### src/rtl/gpu_pkg.sv
// Shared types for the pixel arbiter: FSM states, pixel record, round-robin pick.
// Pixel field widths follow the gpu_definitions screen geometry (10-bit x, 9-bit y, 8-bit channels).
// ENG_ID_BITS covers the largest supported engine count (8).
package gpu_pkg;

  localparam int WIDTH_BITS   = 10;
  localparam int HEIGHT_BITS  = 9;
  localparam int CHANNEL_BITS = 8;
  localparam int MAX_ENG      = 8;
  localparam int ENG_ID_BITS  = 3;

  typedef enum logic {
    IDLE = 1'b0,
    LOCK = 1'b1
  } arb_state_t;

  typedef struct packed {
    logic [WIDTH_BITS-1:0]   x;
    logic [HEIGHT_BITS-1:0]  y;
    logic [CHANNEL_BITS-1:0] r;
    logic [CHANNEL_BITS-1:0] g;
    logic [CHANNEL_BITS-1:0] b;
    logic [ENG_ID_BITS-1:0]  eng_id;
  } pixel_t;

  // First requester searching upward from last+1, wrapping modulo n.
  // Returns 0 when nothing requests (callers only use it when some request is up).
  function automatic logic [ENG_ID_BITS-1:0] rr_pick(
    input logic [MAX_ENG-1:0]     req,
    input logic [ENG_ID_BITS-1:0] last,
    input int                     n
  );
    logic [ENG_ID_BITS-1:0] pick;
    logic                   found;
    int                     idx;
    pick  = '0;
    found = 1'b0;
    for (int k = 1; k <= MAX_ENG; k++) begin
      idx = (int'(last) + k) % n;
      if ((k <= n) && !found && req[idx]) begin
        pick  = ENG_ID_BITS'(idx);
        found = 1'b1;
      end
    end
    return pick;
  endfunction

endpackage

### src/rtl/gpu_pixel_arbiter_if.sv
// Bundle of the engine-side and memory-side pixel handshakes of the arbiter.
// Pure wiring, no latency.
// master drives engine valids/data and downstream ready; slave is the arbiter.
interface gpu_pixel_arbiter_if #(
  parameter int NUM_ENG      = 4,
  parameter int WIDTH_BITS   = 10,
  parameter int HEIGHT_BITS  = 9,
  parameter int CHANNEL_BITS = 8
);
  localparam int ID_W = (NUM_ENG > 1) ? $clog2(NUM_ENG) : 1;

  logic [NUM_ENG-1:0]                eng_valid_i;
  logic [NUM_ENG-1:0]                eng_last_i;
  logic [NUM_ENG*WIDTH_BITS-1:0]     eng_x_i;
  logic [NUM_ENG*HEIGHT_BITS-1:0]    eng_y_i;
  logic [NUM_ENG*3*CHANNEL_BITS-1:0] eng_rgb_i;
  logic [NUM_ENG-1:0]                eng_ready_o;

  logic                    pix_valid_o;
  logic                    pix_ready_i;
  logic [WIDTH_BITS-1:0]   x_o;
  logic [HEIGHT_BITS-1:0]  y_o;
  logic [CHANNEL_BITS-1:0] r_o;
  logic [CHANNEL_BITS-1:0] g_o;
  logic [CHANNEL_BITS-1:0] b_o;
  logic [ID_W-1:0]         eng_id_o;
  logic                    busy_o;
  logic [15:0]             drop_cnt_o;

  modport master (
    output eng_valid_i, eng_last_i, eng_x_i, eng_y_i, eng_rgb_i, pix_ready_i,
    input  eng_ready_o, pix_valid_o, x_o, y_o, r_o, g_o, b_o, eng_id_o, busy_o, drop_cnt_o
  );

  modport slave (
    input  eng_valid_i, eng_last_i, eng_x_i, eng_y_i, eng_rgb_i, pix_ready_i,
    output eng_ready_o, pix_valid_o, x_o, y_o, r_o, g_o, b_o, eng_id_o, busy_o, drop_cnt_o
  );

endinterface

### src/rtl/gpu_pixel_fifo.sv
// Synchronous FIFO of pixel records; head entry is always presented on dout.
// Latency: a pushed entry is visible on dout the cycle after the push at the earliest.
// Push while full is ignored unless a pop happens the same cycle; head holds while not popped.
module gpu_pixel_fifo
  import gpu_pkg::*;
#(
  parameter int DEPTH = 4
) (
  input  logic                       clk,
  input  logic                       rst,
  input  logic                       push,
  input  pixel_t                     din,
  input  logic                       pop,
  output pixel_t                     dout,
  output logic                       full,
  output logic                       empty,
  output logic [$clog2(DEPTH):0]     count
);
  localparam int PTR_W = $clog2(DEPTH);
  localparam int CNT_W = PTR_W + 1;

  pixel_t           mem [DEPTH];
  logic [PTR_W-1:0] wr_ptr;
  logic [PTR_W-1:0] rd_ptr;
  logic             do_push;
  logic             do_pop;

  assign full    = (count == CNT_W'(DEPTH));
  assign empty   = (count == '0);
  assign do_pop  = pop && !empty;
  assign do_push = push && (!full || do_pop);
  assign dout    = mem[rd_ptr];

  // Storage, power-of-two pointers wrap naturally, occupancy tracks push/pop.
  always_ff @(posedge clk) begin
    if (rst) begin
      wr_ptr <= '0;
      rd_ptr <= '0;
      count  <= '0;
      for (int i = 0; i < DEPTH; i++) mem[i] <= '0;
    end else begin
      if (do_push) begin
        mem[wr_ptr] <= din;
        wr_ptr      <= wr_ptr + 1'b1;
      end
      if (do_pop) rd_ptr <= rd_ptr + 1'b1;
      case ({do_push, do_pop})
        2'b10:   count <= count + 1'b1;
        2'b01:   count <= count - 1'b1;
        default: count <= count;
      endcase
    end
  end

endmodule

### src/rtl/gpu_pixel_arbiter.sv
// Round-robin merge of NUM_ENG raster pixel streams, grant locked until the primitive's last pixel.
// Latency: 1 idle cycle to arbitrate; accepted pixel reaches the output one cycle after accept.
// Engines stall via ready when the output FIFO is full; GPU_PIXEL_ARBITER_PIXEL_CLIP_EN drops off-screen pixels.
module gpu_pixel_arbiter
  import gpu_pkg::*;
#(
  parameter int NUM_ENG      = 4,
  parameter int WIDTH_BITS   = gpu_pkg::WIDTH_BITS,
  parameter int HEIGHT_BITS  = gpu_pkg::HEIGHT_BITS,
  parameter int CHANNEL_BITS = gpu_pkg::CHANNEL_BITS,
  parameter int FIFO_DEPTH   = 4
`ifdef GPU_PIXEL_ARBITER_PIXEL_CLIP_EN
  ,
  parameter int SCREEN_W     = 640,
  parameter int SCREEN_H     = 480
`endif
) (
  input logic                clk,
  input logic                n_rst,
  gpu_pixel_arbiter_if.slave bus
);
  localparam int ID_W     = (NUM_ENG > 1) ? $clog2(NUM_ENG) : 1;
  localparam int RGB_BITS = 3 * CHANNEL_BITS;
  localparam int CNT_W    = $clog2(FIFO_DEPTH) + 1;

  arb_state_t             state_q, state_d;
  logic [ENG_ID_BITS-1:0] grant_q, grant_d;
  logic [ENG_ID_BITS-1:0] last_q, last_d;
  logic [NUM_ENG-1:0]     ready;
  logic                   xfer;
  logic                   clip;

  logic                   sel_valid;
  logic                   sel_last;
  logic [WIDTH_BITS-1:0]  sel_x;
  logic [HEIGHT_BITS-1:0] sel_y;
  logic [RGB_BITS-1:0]    sel_rgb;

  pixel_t                 push_pix;
  pixel_t                 head;
  logic                   push;
  logic                   pop;
  logic                   full;
  logic                   empty;
  logic [CNT_W-1:0]       count;

  // Slices of the currently granted engine.
  assign sel_valid = bus.eng_valid_i[grant_q];
  assign sel_last  = bus.eng_last_i[grant_q];
  assign sel_x     = bus.eng_x_i[int'(grant_q)*WIDTH_BITS +: WIDTH_BITS];
  assign sel_y     = bus.eng_y_i[int'(grant_q)*HEIGHT_BITS +: HEIGHT_BITS];
  assign sel_rgb   = bus.eng_rgb_i[int'(grant_q)*RGB_BITS +: RGB_BITS];

`ifdef GPU_PIXEL_ARBITER_PIXEL_CLIP_EN
  logic [15:0] drop_q;

  assign clip = (int'(sel_x) >= SCREEN_W) || (int'(sel_y) >= SCREEN_H);

  // Count clipped pixels that were handshaken, saturating.
  always_ff @(posedge clk) begin
    if (n_rst)                                   drop_q <= '0;
    else if (xfer && clip && (drop_q != 16'hFFFF)) drop_q <= drop_q + 16'd1;
  end

  assign bus.drop_cnt_o = drop_q;
`else
  assign clip           = 1'b0;
  assign bus.drop_cnt_o = '0;
`endif

  assign pop = !empty && bus.pix_ready_i;

  // State, grant and round-robin pointer registers.
  always_ff @(posedge clk) begin
    if (n_rst) begin
      state_q <= IDLE;
      grant_q <= '0;
      last_q  <= ENG_ID_BITS'(NUM_ENG - 1);
    end else begin
      state_q <= state_d;
      grant_q <= grant_d;
      last_q  <= last_d;
    end
  end

  // Arbitrate in IDLE; in LOCK accept from the granted engine until its last pixel.
  always_comb begin
    state_d = state_q;
    grant_d = grant_q;
    last_d  = last_q;
    ready   = '0;
    xfer    = 1'b0;
    case (state_q)
      IDLE: begin
        if (|bus.eng_valid_i) begin
          grant_d = rr_pick(MAX_ENG'(bus.eng_valid_i), last_q, NUM_ENG);
          state_d = LOCK;
        end
      end
      LOCK: begin
        // Clipped pixels never occupy the FIFO, so they are taken even when it is full.
        ready[grant_q] = clip || !full || pop;
        xfer           = sel_valid && (clip || !full || pop);
        if (xfer && sel_last) begin
          last_d  = grant_q;
          state_d = IDLE;
        end
      end
      default: state_d = IDLE;
    endcase
  end

  assign push = xfer && !clip;

  assign push_pix = '{
    x:      sel_x,
    y:      sel_y,
    r:      sel_rgb[RGB_BITS-1 -: CHANNEL_BITS],
    g:      sel_rgb[2*CHANNEL_BITS-1 -: CHANNEL_BITS],
    b:      sel_rgb[CHANNEL_BITS-1:0],
    eng_id: grant_q
  };

  gpu_pixel_fifo #(
    .DEPTH (FIFO_DEPTH)
  ) u_fifo (
    .clk   (clk),
    .rst   (n_rst),
    .push  (push),
    .din   (push_pix),
    .pop   (pop),
    .dout  (head),
    .full  (full),
    .empty (empty),
    .count (count)
  );

  assign bus.eng_ready_o = ready;
  assign bus.pix_valid_o = !empty;
  assign bus.x_o         = head.x;
  assign bus.y_o         = head.y;
  assign bus.r_o         = head.r;
  assign bus.g_o         = head.g;
  assign bus.b_o         = head.b;
  assign bus.eng_id_o    = ID_W'(head.eng_id);
  assign bus.busy_o      = (state_q == LOCK) || (count != '0);

endmodule

### src/flat_wrapper.sv
// flat-port wrapper written by rule: the top's interface ports become plain ports
module gpu_pixel_arbiter_flat import gpu_pkg::*;
#(
  parameter int NUM_ENG      = 4,
  parameter int WIDTH_BITS   = gpu_pkg::WIDTH_BITS,
  parameter int HEIGHT_BITS  = gpu_pkg::HEIGHT_BITS,
  parameter int CHANNEL_BITS = gpu_pkg::CHANNEL_BITS,
  parameter int FIFO_DEPTH   = 4

)
  (clk, n_rst, bus_eng_valid_i, bus_eng_last_i, bus_eng_x_i, bus_eng_y_i, bus_eng_rgb_i, bus_pix_ready_i, bus_eng_ready_o, bus_pix_valid_o, bus_x_o, bus_y_o, bus_r_o, bus_g_o, bus_b_o, bus_eng_id_o, bus_busy_o, bus_drop_cnt_o);
  gpu_pixel_arbiter_if #(.NUM_ENG(NUM_ENG), .WIDTH_BITS(WIDTH_BITS), .HEIGHT_BITS(HEIGHT_BITS), .CHANNEL_BITS(CHANNEL_BITS)) bus_i ();
  input logic clk;
  input logic n_rst;
  input wire logic [$bits(bus_i.eng_valid_i)-1:0] bus_eng_valid_i;
  input wire logic [$bits(bus_i.eng_last_i)-1:0] bus_eng_last_i;
  input wire logic [$bits(bus_i.eng_x_i)-1:0] bus_eng_x_i;
  input wire logic [$bits(bus_i.eng_y_i)-1:0] bus_eng_y_i;
  input wire logic [$bits(bus_i.eng_rgb_i)-1:0] bus_eng_rgb_i;
  input wire logic [$bits(bus_i.pix_ready_i)-1:0] bus_pix_ready_i;
  output wire logic [$bits(bus_i.eng_ready_o)-1:0] bus_eng_ready_o;
  output wire logic [$bits(bus_i.pix_valid_o)-1:0] bus_pix_valid_o;
  output wire logic [$bits(bus_i.x_o)-1:0] bus_x_o;
  output wire logic [$bits(bus_i.y_o)-1:0] bus_y_o;
  output wire logic [$bits(bus_i.r_o)-1:0] bus_r_o;
  output wire logic [$bits(bus_i.g_o)-1:0] bus_g_o;
  output wire logic [$bits(bus_i.b_o)-1:0] bus_b_o;
  output wire logic [$bits(bus_i.eng_id_o)-1:0] bus_eng_id_o;
  output wire logic [$bits(bus_i.busy_o)-1:0] bus_busy_o;
  output wire logic [$bits(bus_i.drop_cnt_o)-1:0] bus_drop_cnt_o;
  assign bus_i.eng_valid_i = bus_eng_valid_i;
  assign bus_i.eng_last_i = bus_eng_last_i;
  assign bus_i.eng_x_i = bus_eng_x_i;
  assign bus_i.eng_y_i = bus_eng_y_i;
  assign bus_i.eng_rgb_i = bus_eng_rgb_i;
  assign bus_i.pix_ready_i = bus_pix_ready_i;
  assign bus_eng_ready_o = bus_i.eng_ready_o;
  assign bus_pix_valid_o = bus_i.pix_valid_o;
  assign bus_x_o = bus_i.x_o;
  assign bus_y_o = bus_i.y_o;
  assign bus_r_o = bus_i.r_o;
  assign bus_g_o = bus_i.g_o;
  assign bus_b_o = bus_i.b_o;
  assign bus_eng_id_o = bus_i.eng_id_o;
  assign bus_busy_o = bus_i.busy_o;
  assign bus_drop_cnt_o = bus_i.drop_cnt_o;
  gpu_pixel_arbiter #(.NUM_ENG(NUM_ENG), .WIDTH_BITS(WIDTH_BITS), .HEIGHT_BITS(HEIGHT_BITS), .CHANNEL_BITS(CHANNEL_BITS), .FIFO_DEPTH(FIFO_DEPTH)) u_core (.clk(clk), .n_rst(n_rst), .bus(bus_i));
endmodule
### config.mk
export PLATFORM = sky130hd
export DESIGN_NAME = gpu_pixel_arbiter_flat
export DESIGN_NICKNAME = d
export VERILOG_FILES = /design/src/rtl/gpu_pkg.sv /design/src/rtl/gpu_pixel_arbiter_if.sv /design/src/rtl/gpu_pixel_fifo.sv /design/src/rtl/gpu_pixel_arbiter.sv /design/src/flat_wrapper.sv
export SDC_FILE = /design/constraint.sdc
export NUM_CORES = 1
export LEC_CHECK = 0
export ABC_AREA = 1
export BUFFER_PORTS_ARGS = -buffer_cell sky130_fd_sc_hd__buf_2
export CAP_MARGIN = 20
export CORE_MARGIN = 2
export CORE_UTILIZATION = 53
export CTS_BUF_LIST = sky130_fd_sc_hd__clkbuf_16
export DETAILED_ROUTE_END_ITERATION = 6
export PLACE_DENSITY = 0.8
export SYNTH_ARGS = -nofsm -noshare
export SYNTH_HDL_FRONTEND = slang
export SYNTH_SLANG_ARGS = --single-unit
### constraint.sdc
create_clock -name clk -period 7 [get_ports clk]
set_clock_uncertainty 0.2 [all_clocks]
set_input_delay 0.35 -clock clk [delete_from_list [all_inputs] [get_ports clk]]
set_output_delay 0.35 -clock clk [all_outputs]
set_load 0.005 [all_outputs]
# Yosys cells after proc, flatten, opt, wreduce, memory -nomap -nowiden
# Memories as Yosys holds them, arrays and structs flattened. A register that Yosys moved wholly into a read port is not among the register bits.
# Cells that the tools add are included.
# word_totals
mem_bits_rw	184
n_memories	1
regBits	13
input_bits	183
out_inout_bits	67
# op_classes
n_bitwise	6
eq_ne	3
magnitude_cmp	6
muxes	47
mul	3
reduce_logical	28
addsub	8
shift	3
# memory_table
memory	words	word_bits	rd	rd_clocked_by_memory_dff	write_ports	line_no	source
u_core.u_fifo.mem	4	46	1	1	4	gpu_pixel_fifo.sv:22	pixel_t mem [DEPTH];
# ops
op	count
96-bit by 32-bit variable part select with 24-bit output	1
46-bit two-way mux	1
46-bit OR reduction	1
40-bit by 32-bit variable part select with 10-bit output	1
36-bit by 32-bit variable part select with 9-bit output	1
1-bit two-way mux	29
3-bit by 5-bit < comparator with 1-bit output, second input constant	4
1-bit binary-select mux with 3-bit select	4
3-bit two-way mux	4
1-bit logical AND	9
2-bit by 1-bit adder with 2-bit output, second input constant	4
2-bit OR reduction	4
3-bit by 4-bit multiplier with 7-bit output, second input constant	1
3-bit by 3-bit multiplier with 6-bit output, second input constant	1
2-bit two-way mux	3
3-bit one-hot mux with 2 select lines	1
1-bit zero test	5
3-bit by 2-bit multiplier with 5-bit output, second input constant	1
2-bit adder, second input constant	2
1-bit AND, first input constant	4
4-bit AND	1
1-bit binary-select mux with 2-bit select	2
4-bit two-way mux	1
2-bit AND reduction	2
15 further kinds	17

# Longest topological paths before layout
# depth
ltp_word	22
depth_mapped	13

# Modules after synthesis
# A second synthesis with hierarchy kept.
# unflattened
hier_cells	1083
hier_area_um2	10284.9
# by_module_without_submodules
module	n_inst	seq_area_each_um2	area_each_um2	cells_per_inst
gpu_pixel_fifo	1	5705.5	8627.0	807
gpu_pixel_arbiter	1	100.1	1657.8	276

# Worst setup path after synthesis
# Ideal clock, no wire load.
# synth_timing
path_type	flip-flop to flip-flop
from	register u_core.grant_q[0]
to	memory u_core.u_fifo.mem[3][0] in the netlist's numbering (enable)
path_stages_with_launch	8
path_buffers	1
path_slack_ns	1.848
setup_time_ns	0.515
required_ns	6.285
arrival_ns	4.437
cell_sequence	dfxtp_1 buf_4 inv_2 nor2_2 a22oi_1 nand2_1 nand2_2 o31ai_1
# synth_lines
element	line_no	source
start, declared	gpu_pixel_arbiter.sv:27	logic [ENG_ID_BITS-1:0] grant_q, grant_d;
start signal, assigned	gpu_pixel_arbiter.sv:81	grant_q <= grant_d;
end, declared	gpu_pixel_fifo.sv:22	

==> results.md <==
* Run status: finished, final reports clean
* Via count of the first global-routing pass at 7,622
* Die area at 19,000 um^2
* WP data arrival at 4680 ps
* Synth top cells by count: nor2_1 (240), edfxtp_1 (180), nand2_1 (161)
* Final critical path time including I/O delays and setup at 4750 ps
* Average wire per cell in the routed design at 17.0 um
* Initial Utilization at 54.5%
* Cell accounting for the most synthesized area: edfxtp_1
* IR Drop Worst-Case VDD at 0.191 mV
* Maximum level of the CTS H-tree at 4
* Cell-by-cell trace of the critical path: nand2_1 -> inv_2 -> a22oi_1 -> nand2_1 -> nand2_2 -> nor2_8 -> nand2_2 -> nand2_2 -> buf_12
* Number of flops mapped to enable cells by yosys at 180
* Synth Instances at 1,016
* Count of non-filler cells in the finished layout at 1,452
* Slowest Stage Delay on Critical Path at 770 ps
* Sum Neg Setup Slack at 0 ps
* RD Place Congestion at 0.868
* Post-layout total power at 3.40 mW
* Final WS setup at 2250 ps
* Summed area of non-filler cells in the final layout at 11,300 um^2
* Worst Path Max Fanout at 46
* Num Clock Sinks at 194
* Post-layout nets at 1,400
* Logic depth of the worst setup path including buffers at 9
* Remaining global-route overflow at 0
* Number of hold violations in the final report at 0
* CTS clock-pin slew for the worst setup and hold paths at 70 ps
* Number of buffers added by the clock tree synthesis step at 17
* Half-perimeter wire length after detailed placement at 15,400 um
* Leak Pwr at 4.96 nW
* Count of cells along the worst register-to-register path at 9
* Synthesis-to-finish area growth at 19.5%
* Most Frequent Cell on Critical Path: nand2_2
* Share of the clock period used by the worst path after layout at 67.9%
* Main area contributors after synthesis: edfxtp_1 (57%), nor2_1 (9.5%), nand2_1 (6.4%)
* Syn Std Cell Area at 9500 um^2
* Most frequently used cell type in the post-synthesis netlist: nor2_1
* Horizontal die dimension at 138 um
* Average via count per standard cell at 5.60
* Clock tree from TritonCTS: yes
* Number of antenna violations at the first check in global routing at 1
* Via count at 8,126
* Syn avg cell area at 9.35 um^2
* Wire length of the first global-routing pass at 37,100 um
* Critical path required time at 6930 ps
* DR iter-0 viols at 762
* Total GRT Usage at 25.7%
* Path type of the worst min-delay path: input port to flop
* First-pass DRT Iterations at 5
* Number of warnings issued by yosys at 0
* Area fraction of the dominant cell type after synthesis at 56.9%
* Fraction of synthesis flops using an asynchronous set or reset pin at 0%
* Core region area at 17,400 um^2
* Number of antenna cells inserted at 0
* Number of nets with antenna violations after routing at 0
* DRC Markers at 0
* Pin count of the biggest net entering global routing at 92
* Kind of capture point of the worst setup path: flop
* Wire length after detailed routing at 24,600 um
* Endpoint of the worst register-to-register path: u_core.u_fifo.mem[1][39]
* Cell at the root of the clock tree: clkbuf_16
* Buffering stage count on the worst path with inverters included at 2
* Slowest-stage cell, CP: nand2_2
* Standard cell area after detailed placement at 10,700 um^2
* Number of port buffers at 233
* Power per cell area at 299 nW/um^2
* Main synth FF type: edfxtp_1
* Category of the most critical setup path: flop to flop
* Count of max-cap constraint violations at 0
* Final Slew Violations at 0
* Worst max-slew margin expressed relative to the limit at 33.8%
* Maximum number of buffers from clock root to sink at 2
* Fmax at 210 MHz
* I/O pins at 250
* Standard-cell rows at 48
* Setup slack after placement at 2000 ps
* Placed cells at 1,418
* Type of origin of the critical path: flop
* Worst Max-Slew Pin Slew at 991 ps
* RSZ-0062 raised after global routing: no
* Endpoint of the worst setup timing path: u_core.u_fifo.mem[1][39]
* Critical path startpoint: u_core.grant_q[0]
* Number of cells upsized or downsized after cts at 0
* Crit Reg-Reg Startpoint: u_core.grant_q[0]
* Cell class contributing the biggest share of worst-path delay: simple AND/OR/NAND/NOR gates
* Fraction of layout cells with a size suffix above 1 at 23.7%
* #FFs+latches synth at 194
* Part of the Yosys area used for sequential elements at 59.9%
* Number of setup violations in the final report at 0
* Synth unique cells at 28
* Die Height at 138 um
* Insertion delay of the later-clocked pin in the worst-skew pair at 430 ps
* Setup slack of the worst register-to-register path at 2250 ps
-- through the flow --
step | util, % | hold slack (ps)
after floorplan | - | 222
after global placement | 61.6 | 256
after detailed placement | 61.6 | 259
after CTS | 64.9 | 87.9
after global routing | 65.2 | 138
final | 65.2 | 94.5
-- state kept, by name, summed over array words and instances (netlist names), named ones only --
register,flops
u_core.u_fifo.rd_ptr,2
u_core.grant_q,2
u_core.u_fifo.wr_ptr,2
u_core.last_q,2
u_core.u_fifo.mem,180
u_core.u_fifo.count,3
u_core.state_q,1
-- report_power, final --
group,switching [mW],internal (mW)
Sequential,0.0356,1.36
Combinational,0.690,0.356
Clock,0.399,0.552
-- worst min path at each step --
stage / start / endpoint / slack, ps / depth (start not counted)
finish: bus_pix_ready_i / flop / 90 / 4
floorplan: n_rst / u_core.u_fifo.count[1] / 220 / 1
CTS: bus_pix_ready_i / flop / 90 / 4
detailed placement: u_core.u_fifo.rd_ptr[0] / flop / 260 / 1
global route: bus_pix_ready_i / flop / 140 / 4
global placement: u_core.u_fifo.rd_ptr[0] / flop / 260 / 1
-- area by class of cell --
| class | instances | area (um^2) |
|---|---|---|
| inverter | 73 | 274 |
| tap | 225 | 282 |
| sequential | 194 | 5690 |
| timing repair buffer | 245 | 1280 |
| fill | 1376 | 6070 |
| multi-input combinational | 684 | 3250 |
| clock buffer | 17 | 425 |
| clock inverter | 14 | 146 |
-- logic make-up after synthesis --
| logic type | Yosys count | synth area share [%] |
|---|---|---|
| AND/OR/NAND/NOR | 442 | 18.6 |
| AO/OA/AOI/OAI | 224 | 14.2 |
| flip-flops | 194 | 59.9 |
| buffers and inverters | 153 | 6.97 |
| adder cells (fa/ha/maj) | 2 | 0.343 |
| other | 1 | 0.0395 |
-- layer usage --
metal | vias up | share of wire (%) | GRT usage, % | wire length, um
met5 | - | 0.053 | 0 | 13
li1 | 3871 | - | - | -
met2 | 387 | 50 | 42.8 | 12200
met4 | 2 | 2.3 | 11.5 | 563
met3 | 51 | 8.4 | 5.70 | 2070
met1 | 3815 | 40 | 32.1 | 9750
-- layout by cell type, fill, tap and decap left out, types with 2 or more instances in the layout --
master	synthesis	layout
nor2_1	240	240
buf_2	10	233
edfxtp_1	180	180
nand2_1	161	159
o21ai_0	102	101
inv_1	68	68
a22oi_1	65	65
o22ai_1	45	45
clkbuf_16	0	17
conb_1	1	16
nand4_1	15	15
nand3_1	14	14
dfxtp_1	14	13
clkinv_2	0	9
buf_4	20	9
a21oi_1	8	8
inv_2	5	5
nand2_2	2	4
nor3_1	4	4
nor2_4	0	3
bufinv_16	0	3
buf_12	0	2
-- worst min-delay path: cells and delay by family --
family          cells  cell delay (ps)
buf+inv             2              200
compound gates      1               80
simple gates        1               50
-- repair_timing --
action,4_1_cts,5_1_grt
setup buffers,0,0
hold endpoints to repair,1,0
hold buffers,1,0
No activity file was read; power rests on OpenSTA's default activity.
